<file path="config.mk">
export PLATFORM = sky130hd
export DESIGN_NAME = mem_block_arbiter
export DESIGN_NICKNAME = d
export VERILOG_FILES = /design/src/rtl/mem_arb_pkg.sv /design/src/rtl/pulse_sync_edge.sv /design/src/rtl/mem_block_arbiter.sv
export SDC_FILE = /design/constraint.sdc
export NUM_CORES = 1
export LEC_CHECK = 0
export BUFFER_PORTS_ARGS = -buffer_cell sky130_fd_sc_hd__buf_2
export CAP_MARGIN = 30
export CORE_AREA = 5 5 190 192
export DETAILED_ROUTE_END_ITERATION = 16
export DIE_AREA = 0 0 195 197
export PLACE_DENSITY = 0.78
export SYNTH_ARGS = -nofsm -noshare
export SYNTH_HDL_FRONTEND = slang
export SYNTH_SLANG_ARGS = --single-unit
</file>
<file path="constraint.sdc">
create_clock -name i_clock -period 33.1 [get_ports i_clock]
set_input_delay 6.62 -clock i_clock [delete_from_list [all_inputs] [get_ports i_clock]]
set_output_delay 6.62 -clock i_clock [all_outputs]
set_load 0.01 [all_outputs]
</file>
<file path="src/rtl/mem_arb_pkg.sv">
// Shared definitions for the two-port main-memory block arbiter.
package mem_arb_pkg;

    typedef enum logic [1:0] {
        ST_IDLE  = 2'd0,
        ST_ISSUE = 2'd1,
        ST_WAIT  = 2'd2,
        ST_RESP  = 2'd3
    } arb_state_t;

    localparam int DEFAULT_BEATS = 4;
    localparam int BLOCK_OFF_W   = $clog2(DEFAULT_BEATS) + 2;
    localparam int PORT_TLB      = 0;
    localparam int PORT_CACHE    = 1;

    // Byte-offset width of one block for an arbitrary beat count.
    function automatic int block_off_w(input int beats);
        return $clog2(beats) + 2;
    endfunction

endpackage

</file>
<file path="src/rtl/pulse_sync_edge.sv">
// Two-flop synchronizer for an asynchronous pulse followed by a rising-edge
// detector; emits a single-cycle event per incoming pulse.
module pulse_sync_edge (
    input  logic i_clock,
    input  logic i_reset,
    input  logic i_async,
    output logic o_pulse
);

    logic r_sync1;
    logic r_sync2;
    logic r_sync2_d;

    always_ff @(posedge i_clock or posedge i_reset) begin
        if (i_reset) begin
            r_sync1   <= 1'b0;
            r_sync2   <= 1'b0;
            r_sync2_d <= 1'b0;
        end else begin
            r_sync1   <= i_async;
            r_sync2   <= r_sync1;
            r_sync2_d <= r_sync2;
        end
    end

    assign o_pulse = r_sync2 & ~r_sync2_d;

endmodule

</file>
<file path="src/rtl/mem_block_arbiter.sv">
// Arbitrates the TLB walker (port 0) and data cache (port 1) onto a
// single-ported main memory, moving one block as BEATS single-word beats.
module mem_block_arbiter
    import mem_arb_pkg::*;
#(
    parameter int ADDR_W = 10,
    parameter int WORD_W = 32,
    parameter int BEATS  = 4,
    parameter bit RR_EN  = 1'b1
) (
    input  logic                      i_clock,
    input  logic                      i_reset,
    input  logic [1:0]                i_req_valid,
    input  logic [1:0]                i_req_write,
    input  logic [ADDR_W-1:0]         i_req0_addr,
    input  logic [ADDR_W-1:0]         i_req1_addr,
    input  logic [BEATS*WORD_W-1:0]   i_req0_wdata,
    input  logic [BEATS*WORD_W-1:0]   i_req1_wdata,
    output logic [1:0]                o_req_accept,
    output logic [1:0]                o_resp_valid,
    output logic [BEATS*WORD_W-1:0]   o_resp_rdata,
    output logic                      o_mem_read_or_write,
    output logic [ADDR_W-1:0]         o_mem_address,
    output logic [WORD_W-1:0]         o_mem_write_data,
    input  logic                      i_mem_done,
    input  logic [WORD_W-1:0]         i_mem_read_data
);

    localparam int OFF_W  = block_off_w(BEATS);
    localparam int BEAT_W = $clog2(BEATS);
    localparam int HI_W   = ADDR_W - OFF_W;

    arb_state_t                 r_state;
    arb_state_t                 w_state_next;
    logic [BEAT_W-1:0]          r_beat;
    logic                       r_port;
    logic                       r_write;
    logic                       r_rr_ptr;
    logic [HI_W-1:0]            r_addr_hi;
    logic [BEATS*WORD_W-1:0]    r_wdata;
    logic [BEATS*WORD_W-1:0]    r_rdata;
    logic [BEATS*WORD_W-1:0]    w_block;
    logic [WORD_W-1:0]          r_slot [BEATS-1];
    logic [1:0]                 r_req_accept;
    logic [1:0]                 r_resp_valid;
    logic                       w_done_evt;
    logic                       w_grant;
    logic                       w_capture;
    logic                       w_last;
    logic                       w_winner;
    logic                       w_unused_offset;

    // Block offset bits select nothing: the beat counter supplies them.
    assign w_unused_offset = ^{i_req0_addr[OFF_W-1:0], i_req1_addr[OFF_W-1:0]};

    pulse_sync_edge u_done_sync (
        .i_clock (i_clock),
        .i_reset (i_reset),
        .i_async (i_mem_done),
        .o_pulse (w_done_evt)
    );

    always_comb begin
        w_winner = 1'(PORT_TLB);
        if (i_req_valid == 2'b11) begin
            w_winner = RR_EN ? r_rr_ptr : 1'(PORT_TLB);
        end else if (i_req_valid[PORT_CACHE]) begin
            w_winner = 1'(PORT_CACHE);
        end
    end

    assign w_last = (r_beat == BEAT_W'(BEATS - 1));

    always_ff @(posedge i_clock or posedge i_reset) begin
        if (i_reset) begin
            r_state <= ST_IDLE;
        end else begin
            r_state <= w_state_next;
        end
    end

    always_comb begin
        w_state_next = r_state;
        w_grant      = 1'b0;
        w_capture    = 1'b0;
        case (r_state)
            ST_IDLE: begin
                if (|i_req_valid) begin
                    w_grant      = 1'b1;
                    w_state_next = ST_ISSUE;
                end
            end
            ST_ISSUE: begin
                w_state_next = ST_WAIT;
            end
            ST_WAIT: begin
                if (w_done_evt) begin
                    w_capture    = 1'b1;
                    w_state_next = w_last ? ST_RESP : ST_ISSUE;
                end
            end
            ST_RESP: begin
                w_state_next = ST_IDLE;
            end
            default: begin
                w_state_next = ST_IDLE;
            end
        endcase
    end

    always_ff @(posedge i_clock or posedge i_reset) begin
        if (i_reset) begin
            r_beat       <= '0;
            r_port       <= 1'b0;
            r_write      <= 1'b0;
            r_rr_ptr     <= 1'(PORT_TLB);
            r_addr_hi    <= '0;
            r_wdata      <= '0;
            r_rdata      <= '0;
            r_req_accept <= '0;
            r_resp_valid <= '0;
        end else begin
            r_req_accept <= '0;
            r_resp_valid <= '0;
            if (w_grant) begin
                r_port                 <= w_winner;
                r_write                <= i_req_write[w_winner];
                r_addr_hi              <= w_winner ? i_req1_addr[ADDR_W-1:OFF_W]
                                                   : i_req0_addr[ADDR_W-1:OFF_W];
                r_wdata                <= w_winner ? i_req1_wdata : i_req0_wdata;
                r_req_accept[w_winner] <= 1'b1;
                if (RR_EN) begin
                    r_rr_ptr <= ~w_winner;
                end
            end
            if (w_capture) begin
                if (w_last) begin
                    r_resp_valid[r_port] <= 1'b1;
                    // Publish the block only once it is complete so a reader
                    // never sees a half-refilled mix of old and new words.
                    if (!r_write) begin
                        r_rdata <= w_block;
                    end
                end else begin
                    r_beat <= r_beat + 1'b1;
                end
            end
            if (r_state == ST_RESP) begin
                r_beat <= '0;
            end
        end
    end

    // The final beat is forwarded straight from memory into the block.
    for (genvar gi = 0; gi < BEATS; gi++) begin : g_slot
        if (gi < BEATS - 1) begin : g_held
            always_ff @(posedge i_clock or posedge i_reset) begin
                if (i_reset) begin
                    r_slot[gi] <= '0;
                end else if (w_capture && !r_write && (r_beat == BEAT_W'(gi))) begin
                    r_slot[gi] <= i_mem_read_data;
                end
            end
            assign w_block[gi*WORD_W +: WORD_W] = r_slot[gi];
        end else begin : g_last
            assign w_block[gi*WORD_W +: WORD_W] = i_mem_read_data;
        end
    end

    assign o_req_accept        = r_req_accept;
    assign o_resp_valid        = r_resp_valid;
    assign o_resp_rdata        = r_rdata;
    assign o_mem_read_or_write = r_write && ((r_state == ST_ISSUE) || (r_state == ST_WAIT));
    assign o_mem_address       = {r_addr_hi, r_beat, 2'b00};
    assign o_mem_write_data    = r_wdata[r_beat*WORD_W +: WORD_W];

endmodule

</file>
==> results.md, run 1 <==
- Outcome: completed
- Setup-failing EPs final: 0
- Post-route cell area: slightly below 20,000 um2
- Seq/Total Area, Yosys: between 50% and 60%
- Synthesis-to-layout area growth: 25.0%
- Hold WC Path Type: flop to flop
- Initial antenna violation count: 13
- Flops & latches, synth: around 370
- Core area: 34,200 um2
- Synth Instances: around 1,200
- Worst setup path class: flop to primary output
- Chip Width: ~200 um
- Die span in y: 197 um
- Setup TNS: 0 ps
- Utilization after layout: a little under 60%
- Vias in the first global route: between 10,000 and 15,000
- Worst IR Drop VDD: a little over 50 uV
- Routed WL per cell: ~22 um
- Iter 0 DRT Violations: between 700 and 800
- Max-cap viol count: 0
- Root Buffer: clkbuf_16
- Routed vias/inst: between 5 and 6
- Share of cells above drive strength 1: between 50% and 60%
- First-pass GRT wire length: ~71,000 um
- GPL Wtd Cong: between 0.8 and 0.9
- Final Skew: ~17 ps
- Final #Nets: roughly 1,900
- Placed insts: between 2,000 and 2,500
- Total gr overflow: 0
- R2R setup slack: ~30,000 ps
- Final Power: between 1500 and 2000 uW
- Worst skew pair latency: 530 ps
- CP startpoint kind: flop
- Synth Area per Inst: 13.7 um2
- Slew @ Worst Pin: 1000 ps
- Clk slew on worst S/H paths: ~60 ps
- Achievable Freq: 0.111 GHz
- GRT Resource Usage Total: a little under a quarter
- Post-route ant nets: 0
- Worst path required time: about 26,000 ps
- Final Instance Count excl. Fillers: 2,087
- Drc violations: 0
- Crit-path max FO: 37
- Total CTS buffers: 39
- RSZ-0062 raised after global routing: false
- I/O pins: 490
- Commonest non-fill, non-tap cell in the layout: buf_2
- Setup crit end kind: primary output
- Port Buffers: between 400 and 500
- Largest net degree at the start of global routing: 177
- Leakage power: between 0.009 and 0.01 uW
- Drt total wl: 46,200 um
- Dpl hpwl: around 31,000 um
- Max Buffers Root-to-Sink: 3
- Pre-Repair DR Iteration Count: 5
- Area after DPL: approximately 18,000 um2
- Yosys cell types: 36
- Power Density: 81.2 nW/um2
- Final Slew Violations: 0
- CP arrival: 2410 ps
- Via count: 11,748
- Endpoints failing hold: 0
- CTS tree: built
- Starting density of the core: around 46%
- CTS Hold Buffers Added: 0
- Post-layout min period: between 9000 and 10,000 ps
- Commonest non-fill, non-tap cells in the layout: buf_2 (479), dfrtp_1 (370), mux2_2 (224), and2_1 (79), a221o_1 (78)
- H-tree levels: 2
- Post-route clock period utilization: between 20% and 30%
- # rows: around 70
- Post-cts sizing count: 0
- Clock sink total: approximately 370
- Syn. warnings: 0
- Slew headroom: 33.1%
- Cell Area, Synth: roughly 16,000 um2
- Full die area: 38,400 um2
- Post-CTS setup buffers: 0
[flip-flops by register name, indices dropped and copies added, names as in the netlist]
register,count
o_resp_rdata,128
r_beat,2
r_wdata,128
r_state,2
r_slot,96
r_rr_ptr,1
o_resp_valid,2
r_addr_hi,6
u_done_sync.r_sync2_d,1
r_port,1
u_done_sync.r_sync2,1
o_req_accept,2
u_done_sync.r_sync1,1
r_write,1
[routing by layer]
metal	global-route usage, %	share of wire, %	vias up
li1	-	-	5155
met1	30.0	39	5879
met2	38.5	49	589
met3	4.99	7.6	111
met4	9.88	3.9	14
met5	0	0.18	-
[worst max-delay path, cell delays in order (launching register included)]
cell     delay [ps]
dfrtp_2         330
buf_4           610
mux4_2          660
buf_2           210
[through the flow]
step,hold slack [ps],setup slack (ps)
floorplan,331,16150
global placement,342,23940
detailed placement,343,23890
CTS,351,24040
global route,363,23960
finish,350,24070
[final timing paths]
| path | from | to | depth (start not counted) |
|---|---|---|---|
| max reg2reg | r_beat[0]$_DFFE_PP0P_ | o_resp_rdata[3]$_DFFE_PP0P_ | 8 |
| max | r_beat[0]$_DFFE_PP0P_ | o_mem_write_data[19] | 3 |
| min in group asynchronous | i_reset | r_wdata[110]$_DFFE_PP0N_ | 2 |
| max in group asynchronous | i_reset | r_wdata[19]$_DFFE_PP0N_ | 3 |
| min | u_done_sync.r_sync1$_DFF_PP0_ | u_done_sync.r_sync2$_DFF_PP0_ | 0 |
| min reg2reg | u_done_sync.r_sync1$_DFF_PP0_ | u_done_sync.r_sync2$_DFF_PP0_ | 0 |
[synth_stat cells]
library cell	count	area share [%]
a21oi_1	59	1.9
a21oi_2	1	0.055
a221o_1	78	4.9
a31oi_1	57	2.3
and2_1	79	3.1
and2b_2	1	0.055
and4bb_2	1	0.079
buf_2	36	1.1
buf_4	8	0.38
buf_6	12	0.85
clkbuf_1	37	0.88
clkbuf_2	1	0.032
conb_1	1	0.024
dfrtp_1	372	59
ha_1	7	0.55
inv_1	6	0.14
inv_2	1	0.024
mux2_2	224	16
mux2i_1	1	0.063
mux4_2	32	4.6
nand2_1	4	0.095
nand2b_1	2	0.079
nand4b_1	1	0.055
nor2_1	65	1.5
nor2_2	1	0.040
nor3b_1	1	0.048
nor4bb_1	1	0.063
o21a_1	1	0.048
o21ai_0	54	1.7
o21ai_1	3	0.095
o21ai_4	1	0.10
o22a_1	1	0.055
o22ai_1	1	0.040
o2bb2ai_1	1	0.055
or3b_2	1	0.055
xnor2_1	1	0.055
[report_power, final]
part	switching (uW)	total [uW]	internal (uW)
Clock	178	431	253
Combinational	269	515	246
Sequential	72.1	660	588
Total	519	1610	1090
[logic make-up after synthesis]
logic type,count (synthesis),share of synthesized area [%]
flip-flops,372,58.9
other,1,0.0237
XOR/XNOR,1,0.0554
buffers and inverters,101,3.45
multiplexers,257,20.6
adder cells (fa/ha/maj),7,0.554
AND/OR/NAND/NOR,157,5.24
AO/OA/AOI/OAI,257,11.2
[cell type report]
class	instances	area [um2]
antenna	7	17.5
clock buffer	54	1110
clock inverter	15	160
fill	2770	14400
inverter	7	33.8
multi-input combinational	681	5990
sequential	372	9310
tap	455	569
timing repair buffer	496	2580
(Power assumes the default switching activity.)
==> run 2, diff against run 1 <==
==> constraint.sdc (replaced) <==
create_clock -name i_clock -period 8.75 [get_ports i_clock]
set_input_delay 1.75 -clock i_clock [delete_from_list [all_inputs] [get_ports i_clock]]
set_output_delay 1.75 -clock i_clock [all_outputs]
set_load 0.01 [all_outputs]
==> run 2 against run 1 <==
Via count rose by 1.7%; critical endpoint unchanged; highest routed layer unchanged; final cell count fell by 0.14%; sequential share of layout area barely moved.
==> results.md, run 2 (synthesized netlist as in run 1, its figures left out) <==
- Worst path required time: 7000 ps (-19,480 ps)
- Max Buffers Root-to-Sink: 3 (unchanged)
- Clk slew on worst S/H paths: 60 ps (about the same)
- Core area: 34,200 um2 (unchanged)
- CP arrival: 2300 ps (-110 ps)
- First-pass GRT wire length: 71,300 um (about the same)
- Post-route clock period utilization: between 40% and 50%
- GRT Resource Usage Total: 23.3% (+0.035 points)
- Final Skew: 8.92 ps (-7.72 ps)
- Total CTS buffers: 38 (-2.6%)
- Vias in the first global route: 12,527 (-0.18%)
- Largest net degree at the start of global routing: 163 (-7.9%)
- Max-cap viol count: 0 (unchanged)
- Leakage power: 0.00972 uW (about the same)
- Post-cts sizing count: 0 (unchanged)
- Achievable Freq: between 0.2 and 0.25 GHz
- Crit-path max FO: 37 (unchanged)
- Chip Width: 195 um (unchanged)
- Via count: 11,949 (+1.7%)
- Full die area: 38,400 um2 (unchanged)
- Worst IR Drop VDD: 192 uV (+280%)
- Share of cells above drive strength 1: 50.9% (about the same)
- Power Density: 307 nW/um2 (+280%)
- Slew headroom: 31.9% (-1.2 points)
- Setup TNS: 0 ps (unchanged)
- # rows: 68 (unchanged)
- Final #Nets: 1,919 (unchanged)
- Slew @ Worst Pin: 1020 ps (+17.7 ps)
- RSZ-0062 raised after global routing: false
- Starting density of the core: 46.2% (unchanged)
- Worst setup path class: flop to primary output
- Total gr overflow: 0 (unchanged)
- Post-route setup slack: 4700 ps (-19,370 ps)
- Clock sink total: 372 (unchanged)
- Final Power: 6050 uW (+280%)
- Synthesis-to-layout area growth: 24.9%
- Dpl hpwl: 32,000 um (+1.6%)
- Post-layout min period: a little over 4000 ps
- Pre-CTS setup slack: 4710 ps (-19,180 ps)
- CTS Hold Buffers Added: 0 (unchanged)
- Die span in y: 197 um (unchanged)
- Endpoints failing hold: 0 (unchanged)
- I/O pins: 490 (unchanged)
- Setup crit end kind: primary output
- Hold WC Path Type: flop to flop
- FILL cells: 2,779 (+0.32%)
- Port Buffers: 479 (unchanged)
- Drc violations: 0 (unchanged)
- Final Slew Violations: 0 (unchanged)
- Worst skew pair latency: 520 ps (about the same)
- Root Buffer: clkbuf_16
- Commonest non-fill, non-tap cells in the layout: buf_2 (479), dfrtp_1 (370), mux2_2 (224), and2_1 (79), a221o_1 (78)
- Outcome: completed
- CTS tree: built
- Iter 0 DRT Violations: 728 (-1.1%)
- Routed vias/inst: 5.73 (+1.9%)
- Utilization after layout: 57.7% (-0.058 points)
- GPL Wtd Cong: 0.880 (+0.69%)
- Pre-Repair DR Iteration Count: 5 (unchanged)
- Post-route ant nets: 0 (unchanged)
- Post-CTS setup buffers: 0 (unchanged)
- Commonest non-fill, non-tap cell in the layout: buf_2
- Setup-failing EPs final: 0 (unchanged)
- Routed WL per cell: 22.2 um (+0.22%)
- Drt total wl: 46,200 um (about the same)
- Initial antenna violation count: 13 (unchanged)
- H-tree levels: 2 (unchanged)
- CP startpoint kind: flop
-- run 2: changes by cell type in the layout (fill, tap and decap cells not counted), sizes merged --
cell | before | now
clkinvlp | 5 | 3
buf | 496 | 497
inv | 8 | 6
clkbuf | 54 | 56
diode | 7 | 5
-- run 2: metal layers --
metal | routed length [um] | part of all wire (%) | vias up | track usage, %
met5 | 68 | 0.15 | - | 0
met1 | 17500 | 38 | 6034 | 29.5
li1 | - | - | 5142 | -
met4 | 1800 | 3.9 | 12 | 8.48
met2 | 22900 | 50 | 634 | 39.1
met3 | 3960 | 8.6 | 127 | 6.02
-- run 2: final cells by class --
cell class	count	area (um2)	area share (%)
flip-flops and latches	372	9310	47.1
well taps	455	569	2.88
multi-input cells	681	5980	30.3
diodes	5	12.5	0.0634
inverters	7	30.0	0.152
clock inverters	11	133	0.672
repair buffers	497	2570	13.0
clock buffers	56	1140	5.77
-- run 2: report_power, final --
part	internal, uW	switching [uW]
Combinational	924	993
Sequential	2220	292
Clock	965	658
-- run 2: stage by stage --
stage          std cells  cell area (um2)  hold WS [ps]
2_1_floorplan       1154            15800           331
4_1_cts             2079            19700           366
3_3_place_gp        2011            18400           344
5_1_grt             2081            19700           386
3_5_place_dp        2012            18500           344
6_report            2084            19700           366
-- run 2: worst max-delay path: stages, from the launching register on --
cell	delay, ps
dfrtp_2	340
buf_4	590
mux4_2	590
buf_2	210
-- run 2: path summary, 6_finish.rpt --
| check | endpoint | depth (start not counted) | from | slack [ps] |
|---|---|---|---|---|
| min in group asynchronous | o_resp_rdata[122]$_DFFE_PP0P_ | 2 | i_reset | 1390 |
| hold reg to reg | u_done_sync.r_sync2$_DFF_PP0_ | 0 | u_done_sync.r_sync1$_DFF_PP0_ | 370 |
| hold / removal | u_done_sync.r_sync2$_DFF_PP0_ | 0 | u_done_sync.r_sync1$_DFF_PP0_ | 370 |
| max in group asynchronous | r_wdata[119]$_DFFE_PP0N_ | 4 | i_reset | 5470 |
| setup reg to reg | o_resp_rdata[81]$_DFFE_PP0P_ | 7 | r_beat[0]$_DFFE_PP0P_ | 5060 |
| setup / recovery | o_mem_write_data[19] | 3 | r_beat[0]$_DFFE_PP0P_ | 4700 |
